[config.mk]
export PLATFORM = sky130hd
export DESIGN_NAME = sdpram_wr_packer
export DESIGN_NICKNAME = d
export VERILOG_FILES = /design/src/rtl/sdpram_wr_packer.sv
export SDC_FILE = /design/constraint.sdc
export NUM_CORES = 1
export LEC_CHECK = 0
export BUFFER_PORTS_ARGS = -buffer_cell sky130_fd_sc_hd__buf_4
export CAP_MARGIN = 20
export CORE_UTILIZATION = 45
export DETAILED_ROUTE_END_ITERATION = 16
export GPL_TIMING_DRIVEN = 0
export PLACE_DENSITY = 0.71
export SETUP_SLACK_MARGIN = 0.5
export SLEW_MARGIN = 10
export SYNTH_ARGS = -nofsm -noshare
export SYNTH_HDL_FRONTEND = slang
export SYNTH_SLANG_ARGS = --single-unit
[constraint.sdc]
create_clock -name wr_clk -period 3.5 [get_ports wr_clk]
set_input_delay 0.7 -clock wr_clk [delete_from_list [all_inputs] [get_ports wr_clk]]
set_output_delay 0.7 -clock wr_clk [all_outputs]
set_load 0.02 [all_outputs]
[src/rtl/sdpram_wr_packer.sv]
// Packs narrow beats into wide RAM writes and tracks ring occupancy.
// Stalls upstream when the ring lacks room for a full packed word.
module sdpram_wr_packer #(
  parameter int ADDR_WIDTH   = 5,
  parameter int DATA_WIDTH_R = 32,
  parameter int DATA_WIDTH_W = 64
) (
  input  logic                    wr_clk,
  input  logic                    wr_rst,
  input  logic                    s_valid,
  input  logic [DATA_WIDTH_R-1:0] s_data,
  input  logic                    s_last,
  output logic                    s_ready,
  output logic                    ena,
  output logic [ADDR_WIDTH-1:0]   addra,
  output logic [DATA_WIDTH_W-1:0] dina,
  input  logic                    rel_valid,
  input  logic [ADDR_WIDTH:0]     rel_cnt,
  output logic [ADDR_WIDTH:0]     level,
  output logic                    err
);

  localparam int DEPTH = 1 << ADDR_WIDTH;
  localparam int RATIO = DATA_WIDTH_W / DATA_WIDTH_R;
  localparam int BW    = (RATIO > 1) ? $clog2(RATIO) : 1;
  localparam int LW    = ADDR_WIDTH + 2;

  typedef enum logic {FILL, WAIT_SPACE} state_t;

  state_t                  state, state_nxt;
  logic [BW-1:0]           bidx;
  logic [ADDR_WIDTH-1:0]   wptr;
  logic [DATA_WIDTH_W-1:0] pack, next_word, wr_word;
  logic                    accept, done, space, issue;
  logic [LW-1:0]           lvl_ext, lvl_sum, rel_ext;

  assign s_ready   = (state == FILL) && !wr_rst;
  assign accept    = s_valid && s_ready;
  assign done      = (bidx == BW'(RATIO - 1)) || s_last;
  assign next_word = pack
                   | (DATA_WIDTH_W'(s_data) << (int'(bidx) * DATA_WIDTH_R));
  assign lvl_ext   = {1'b0, level};
  assign rel_ext   = {1'b0, rel_cnt};
  assign space     = (LW'(DEPTH) - lvl_ext) >= LW'(RATIO);
  assign lvl_sum   = lvl_ext + (issue ? LW'(RATIO) : LW'(0));

  always_comb begin
    state_nxt = state;
    issue     = 1'b0;
    wr_word   = pack;
    unique case (state)
      FILL: begin
        if (accept && done) begin
          wr_word = next_word;
          if (space) issue = 1'b1;
          else       state_nxt = WAIT_SPACE;
        end
      end
      WAIT_SPACE: begin
        if (space) begin
          issue     = 1'b1;
          state_nxt = FILL;
        end
      end
      default: state_nxt = FILL;
    endcase
  end

  always_ff @(posedge wr_clk) begin
    if (wr_rst) state <= FILL;
    else        state <= state_nxt;
  end

  always_ff @(posedge wr_clk) begin
    if (wr_rst) begin
      bidx  <= '0;
      pack  <= '0;
      wptr  <= '0;
      level <= '0;
      ena   <= 1'b0;
      addra <= '0;
      dina  <= '0;
      err   <= 1'b0;
    end else begin
      ena <= issue;
      if (issue) begin
        addra <= wptr;
        dina  <= wr_word;
        wptr  <= wptr + ADDR_WIDTH'(RATIO);
      end
      if (accept) begin
        if (done) begin
          bidx <= '0;
          // a word that could not issue stays in pack until space frees
          pack <= issue ? '0 : next_word;
        end else begin
          bidx <= bidx + 1'b1;
          pack <= next_word;
        end
      end else if (issue) begin
        pack <= '0;
      end
      if (rel_valid && (rel_ext > lvl_sum)) begin
        err   <= 1'b1;
        level <= '0;
      end else if (rel_valid) begin
        level <= (ADDR_WIDTH+1)'(lvl_sum - rel_ext);
      end else begin
        level <= (ADDR_WIDTH+1)'(lvl_sum);
      end
    end
  end

endmodule

==> results of run 1 <==
## where the power goes
| group | internal [mW] | switching [mW] |
|---|---|---|
| clock | 1.20 | 0.705 |
| combinational | 0.335 | 0.413 |
| sequential | 1.75 | 0.0638 |
| total | 3.28 | 1.18 |
## kinds of logic after synthesis
| group | after synthesis | synth area share [%] |
|---|---|---|
| compound gates | 223 | 28.4 |
| mux | 7 | 1.22 |
| flops | 146 | 50.9 |
| other cells | 1 | 0.0653 |
| xor+xnor | 6 | 0.915 |
| fa+ha+maj | 15 | 3.40 |
| simple gates | 118 | 9.89 |
| buf+inv | 60 | 5.29 |
## state kept, by name, summed over array words and instances, names as in the netlist
signal,count
addra,4
bidx,1
dina,64
ena,1
err,1
level,6
pack,64
state,1
wptr,4
## final cells by class
type	instances	area [um^2]	area share, %
repair buffers	134	1010	12.8
inverters	14	55.1	0.699
plain buffers	46	269	3.42
flip-flops and latches	146	2930	37.2
well taps	168	210	2.67
multi-input cells	370	2780	35.3
clock buffers	20	437	5.55
clock inverters	12	180	2.29
## per-layer routing
| metal | global-route usage (%) | part of all wire [%] | wire length [um] | vias up |
|---|---|---|---|---|
| li1 | - | - | - | 2410 |
| met1 | 31.1 | 46 | 7130 | 2455 |
| met2 | 39.8 | 48 | 7510 | 141 |
| met3 | 4.96 | 4.5 | 705 | 16 |
| met4 | 8.66 | 1.2 | 188 | 0 |
| met5 | 0 | 0 | 0 | - |
## layout by cell type, fill, tap and decap left out, types with 3 or more instances in the layout
| master | count |
|---|---|
| a211oi_1 | 66 |
| clkbuf_16 | 17 |
| or2_4 | 3 |
| inv_2 | 3 |
| inv_1 | 10 |
| xnor2_1 | 3 |
| buf_4 | 138 |
| ha_1 | 6 |
| buf_2 | 16 |
| a22o_2 | 12 |
| buf_6 | 6 |
| nand2b_1 | 4 |
| a22o_1 | 52 |
| nor2_1 | 83 |
| ha_4 | 7 |
| bufinv_16 | 4 |
| mux2i_1 | 7 |
| a21oi_1 | 73 |
| dfxtp_1 | 142 |
| clkbuf_1 | 20 |
## cells in the mapped netlist (all sizes together) (2+ instances only)
cell type | count | area (um^2)
xor2 | 3 | 26.3
nand4 | 2 | 12.5
and3b | 2 | 17.5
nand3b | 2 | 15.0
nor3 | 2 | 10.0
nand2b | 5 | 38.8
a211oi | 68 | 510
dfxtp | 146 | 2920
a21oi | 75 | 387
o21ai | 5 | 36.3
a21o | 2 | 15.0
xnor2 | 3 | 26.3
ha | 14 | 175
nand3 | 2 | 10.0
a2111oi | 2 | 42.5
nand2 | 4 | 22.5
buf | 28 | 183
or2 | 3 | 18.8
clkbuf | 18 | 68.8
a22o | 65 | 593
a31oi | 2 | 12.5
mux2i | 7 | 70.1
and3 | 3 | 20.0
inv | 14 | 52.6
nor2 | 86 | 330
nor3b | 3 | 32.5
## worst reg2reg max path, cell delays in order, from the launching register on
cell and delay [ns]:
dfxtp_4 0.35, buf_4 0.17, nor4_4 0.29, a22o_4 0.17
a21oi_4 0.06, buf_6 0.13, buf_12 0.12, ha_4 0.17
and3b_2 0.22, or2_4 0.25, ha_4 0.28, buf_4 0.12
o21ai_1 0.05, a21oi_1 0.20, nor2_1 0.12, mux2i_1 0.23
a211oi_2 0.10
## repair_timing
| action | 4_1_cts | 5_1_grt |
|---|---|---|
| pin swaps | 10 | 16 |
| gates resized for setup | 21 | 16 |
| gates cloned | 1 | 0 |
| setup endpoints to repair | 7 | 7 |
| hold buffers | 0 | 0 |
| buffers inserted | 12 | 3 |
## worst paths after layout
| check | end | cells after the start | startpoint | slack, ns |
|---|---|---|---|---|
| setup / recovery | level[5] | 16 | level[1] | 0.32 |
| hold / removal | err | 1 | err | 0.46 |
| setup reg to reg | level[5] | 16 | level[1] | 0.32 |
| hold reg to reg | err | 1 | err | 0.46 |
## through the flow
stage | setup TNS (ns) | cells | cell area, um^2
3_5_place_dp | -0.681 | 862 | 6950
3_3_place_gp | -0.253 | 862 | 6950
6_report | 0 | 910 | 7870
5_1_grt | 0 | 910 | 7870
4_1_cts | 0 | 907 | 7790
2_1_floorplan | 0 | 576 | 5860
==> results.json, run 1 <==
{
  "synth_cells": 576,
  "antenna_cells": 0,
  "start_util_pct": 47.0,
  "setup_violations": 0,
  "drv_slew": 0,
  "clk_latency_ns": 0.42,
  "fin_nets": 787,
  "dieArea_mm2": 0.0132,
  "clk_path_buf_depth": 2,
  "power_density_mw_per_mm2": 567,
  "num_vias": 5022,
  "synthFlopType": "dfxtp_1",
  "fin_util_pct": 64.5,
  "yosys_register_bits": 146,
  "vias_per_cell": 5.52,
  "p_total_mw": 4.46,
  "finalCritPeriodShare_pct": 90.9,
  "grt_max_degree": 17,
  "avgSynthCellArea_um2": 9.97,
  "critPathKind": "reg2reg",
  "hold_slack_ns": 0.464,
  "path_clk_slew_ns": 0.06,
  "drc_errors": 0,
  "gp_routability_congestion": 0.849,
  "cellLeakagePower_nw": 3.19,
  "critPathArrivalTime_ns": 3.46,
  "drt_pass1_iterations": 5,
  "clock_skew_ns": 0.0137,
  "cpLargestDelayFamily": "simple AND/OR/NAND/NOR gates",
  "n_fill_cell": 1012,
  "cts_root_buf": "clkbuf_16",
  "ys_seq_area_share_pct": 50.9,
  "min_period_ns": 3.18,
  "grt_pass1_wl_mm": 24.5,
  "coreArea_mm2": 0.0122,
  "htree_levels": 4,
  "cpPeakStageDelay_ns": 0.35,
  "cts_tree": "yes",
  "synth_area_mm2": 0.00575,
  "synth_edf_count": 0,
  "max_freq_mhz": 314,
  "ys_types": 51,
  "rows": 40,
  "first_global_vias": 4850,
  "tightest_slew_ns": 0.576,
  "wl_per_cell_um": 17.1,
  "crit_chain": "buf_4, nor4_4, a22o_4, a21oi_4, buf_6, buf_12, ha_4, and3b_2, or2_4, ha_4, buf_4, o21ai_1, a21oi_1, nor2_1, mux2i_1, a211oi_2",
  "layout-drive-gt1-share_pct": 34.2,
  "rsz0062_at_grt": "yes",
  "cp_max_fo": 5,
  "hold_viol_final": 0,
  "dp_hpwl_mm": 10.5,
  "die_w_um": 115,
  "ir_worst_vdd_mv": 0.294,
  "clock-sinks": 146,
  "area_growth_pct": 37.0,
  "path_buf_inv": 4,
  "drv_cap": 0,
  "hold_path.class": "reg2reg",
  "crit_required_ns": 3.78,
  "async_reset_ff_share_pct": 0,
  "first_iter_violations": 248,
  "overflow": 0,
  "relSlewSlack_pct": 61.5,
  "antenna_left": 0,
  "portBuffers": 118,
  "routed_wl_mm": 15.5,
  "outcome": "complete, no violations",
  "dp_slack_ns": -0.205,
  "crit_path_top_delay_cell": "dfxtp_4",
  "start_kind": "register",
  "die_h_um": 115,
  "pin_count": 121,
  "end_kind": "register",
  "antenna_found_initial": 0,
  "yosysWarnings": 0,
  "syn-num-nets": 634,
  "grt_usage_pct": 24.1,
  "cts_buffers": 17,
  "worst_slack_ns": 0.320
}
No activity file was read; power rests on OpenSTA's default activity.
==> inputs of run 2 (changes only) <==
BUFFER_PORTS_ARGS = -buffer_cell sky130_fd_sc_hd__clkbuf_2   (was -buffer_cell sky130_fd_sc_hd__buf_4)
CORE_UTILIZATION = 40   (was 45)
PLACE_DENSITY = 0.65   (was 0.71)
==> results.json, run 2 (synthesized netlist as in run 1, its figures left out) <==
{
  "outcome": "complete, no violations",
  "wl_per_cell_um": 16.7,
  "first_iter_violations": 304,
  "rows": 43,
  "clk_latency_ns": 0.42,
  "clock_skew_ns": 0.00528,
  "crit_required_ns": 3.78,
  "dieArea_mm2": 0.0148,
  "cpPeakStageDelay_ns": 0.35,
  "clk_path_buf_depth": 2,
  "area_growth_pct": 31.2,
  "htree_levels": 4,
  "path_clk_slew_ns": 0.06,
  "min-delay-start": "err",
  "clock-sinks": 146,
  "coreArea_mm2": 0.0139,
  "reg2reg_depth": 16,
  "drv_slew": 0,
  "timing.rr.start": "level[0]",
  "cts_tree": "yes",
  "critPathKind": "reg2reg",
  "holdPathStages": 1,
  "gp_routability_congestion": 0.845,
  "layout-drive-gt1-share_pct": 34.4,
  "cellLeakagePower_nw": 3.08,
  "crit_chain": "inv_4, ha_4, nor2_2, a22o_4, a21oi_4, buf_6, buf_12, ha_4, nand4_1, xor2_2, ha_4, o21ai_1, a31oi_1, o21ai_2, o21ai_4, a211oi_1",
  "antenna_cells": 0,
  "drc_errors": 0,
  "critPathArrivalTime_ns": 3.38,
  "hold_viol_final": 0,
  "antenna_left": 0,
  "cp_max_fo": 6,
  "die_w_um": 122,
  "grt_pass1_wl_mm": 24.1,
  "rsz0062_at_grt": "yes",
  "drv_cap": 0,
  "max_freq_mhz": 322,
  "min_period_ns": 3.10,
  "pin_count": 121,
  "multi_input_area_mm2": 0.00278,
  "tightest_slew_ns": 0.619,
  "hold_path.class": "reg2reg",
  "die_h_um": 122,
  "cts_buffers": 17,
  "first_global_vias": 4839,
  "fin_util_pct": 54.1,
  "r2r_end": "level[2]",
  "portBuffers": 118,
  "grt_max_degree": 17,
  "antenna_found_initial": 0,
  "final_common_cell": "dfxtp_1",
  "dp_hpwl_mm": 10.7,
  "seqCellArea_mm2": 0.00293,
  "vias_per_cell": 5.34,
  "relSlewSlack_pct": 58.6,
  "whs_endpoint": "err",
  "r2r_setup_slack_ns": 0.40,
  "end_kind": "register",
  "fin_nets": 787,
  "n_fill_cell": 1229,
  "setup_violations": 0,
  "num_vias": 4926,
  "reg_top3": "dina (64), pack (64), level (6)",
  "overflow": 0,
  "finalCritPeriodShare_pct": 88.6,
  "power_density_mw_per_mm2": 562,
  "grt_usage_pct": 21.3,
  "routed_wl_mm": 15.4,
  "drt_pass1_iterations": 4,
  "mostFrequentLayoutCells": "dfxtp_1 (143), clkbuf_2 (119), nor2_1 (83)",
  "start_kind": "register",
  "start_util_pct": 41.2,
  "ir_worst_vdd_mv": 0.317,
  "hold_slack_ns": 0.469,
  "crit_top_cell": "ha_4",
  "cts_root_buf": "clkbuf_16",
  "crit_path_top_delay_cell": "dfxtp_4"
}
run 2: where the power goes:
group | total (mW) | internal (mW) | switching [mW]
sequential | 1.81 | 1.75 | 0.0630
combinational | 0.700 | 0.290 | 0.410
clock | 1.72 | 1.02 | 0.706
total | 4.24 | 3.06 | 1.18
run 2: worst max-delay path, delay by kind of cell, from the launching register on:
family / cells / cell delay [ns]
AND/OR/NAND/NOR: 2 / 0.20
adder cells (fa/ha/maj): 3 / 0.73
flip-flops: 1 / 0.35
buffers and inverters: 3 / 0.28
AO/OA/AOI/OAI: 7 / 1.17
XOR/XNOR: 1 / 0.22
run 2: worst max-delay path by stage:
| stage | endpoint | cells after the start | slack, ns | startpoint |
|---|---|---|---|---|
| 6_report | level[2] | 16 | 0.40 | level[0] |
| 5_1_grt | level[2] | 16 | 0.30 | level[0] |
| 4_1_cts | level[0] | 17 | 0.38 | level[1] |
| 3_5_place_dp | level[0] | 14 | -0.13 | wr_rst |
| 3_3_place_gp | level[0] | 14 | -0.12 | wr_rst |
| 2_1_floorplan | level[0] | 17 | 0.32 | level[1] |
run 2: per-stage QoR:
stage / TNS [ns] / area, um^2 / total power, mW / instances / setup WS, ns
after floorplan: 0 / 5860 / 2.26 / 576 / 0.324
after global placement: -0.391 / 6670 / 2.44 / 874 / -0.122
after detailed placement: -0.467 / 6670 / 2.46 / 874 / -0.126
after CTS: 0 / 7440 / 4.23 / 919 / 0.375
after global routing: 0 / 7540 / 4.41 / 922 / 0.299
final: 0 / 7540 / 4.24 / 922 / 0.398
run 2: what timing repair did:
action	CTS	global route
endpoints found under the setup margin	7	7
pin swaps	15	17
resized for setup	17	18
hold buffers	0	0
setup buffers	13	3
run 2: cell type report:
class	instances	area share (%)
timing repair buffer	134	9.47
multi-input combinational	370	36.9
clock buffer	21	6.11
clock inverter	11	1.36
tap	180	2.99
sequential	146	38.9
inverter	14	0.763
buffer	46	3.57
run 2: metal layers:
metal / wire (um) / track usage, %
met2: 7400 / 35.1
met1: 6950 / 26.9
met5: 0 / 0
met4: 294 / 9.41
met3: 777 / 4.40
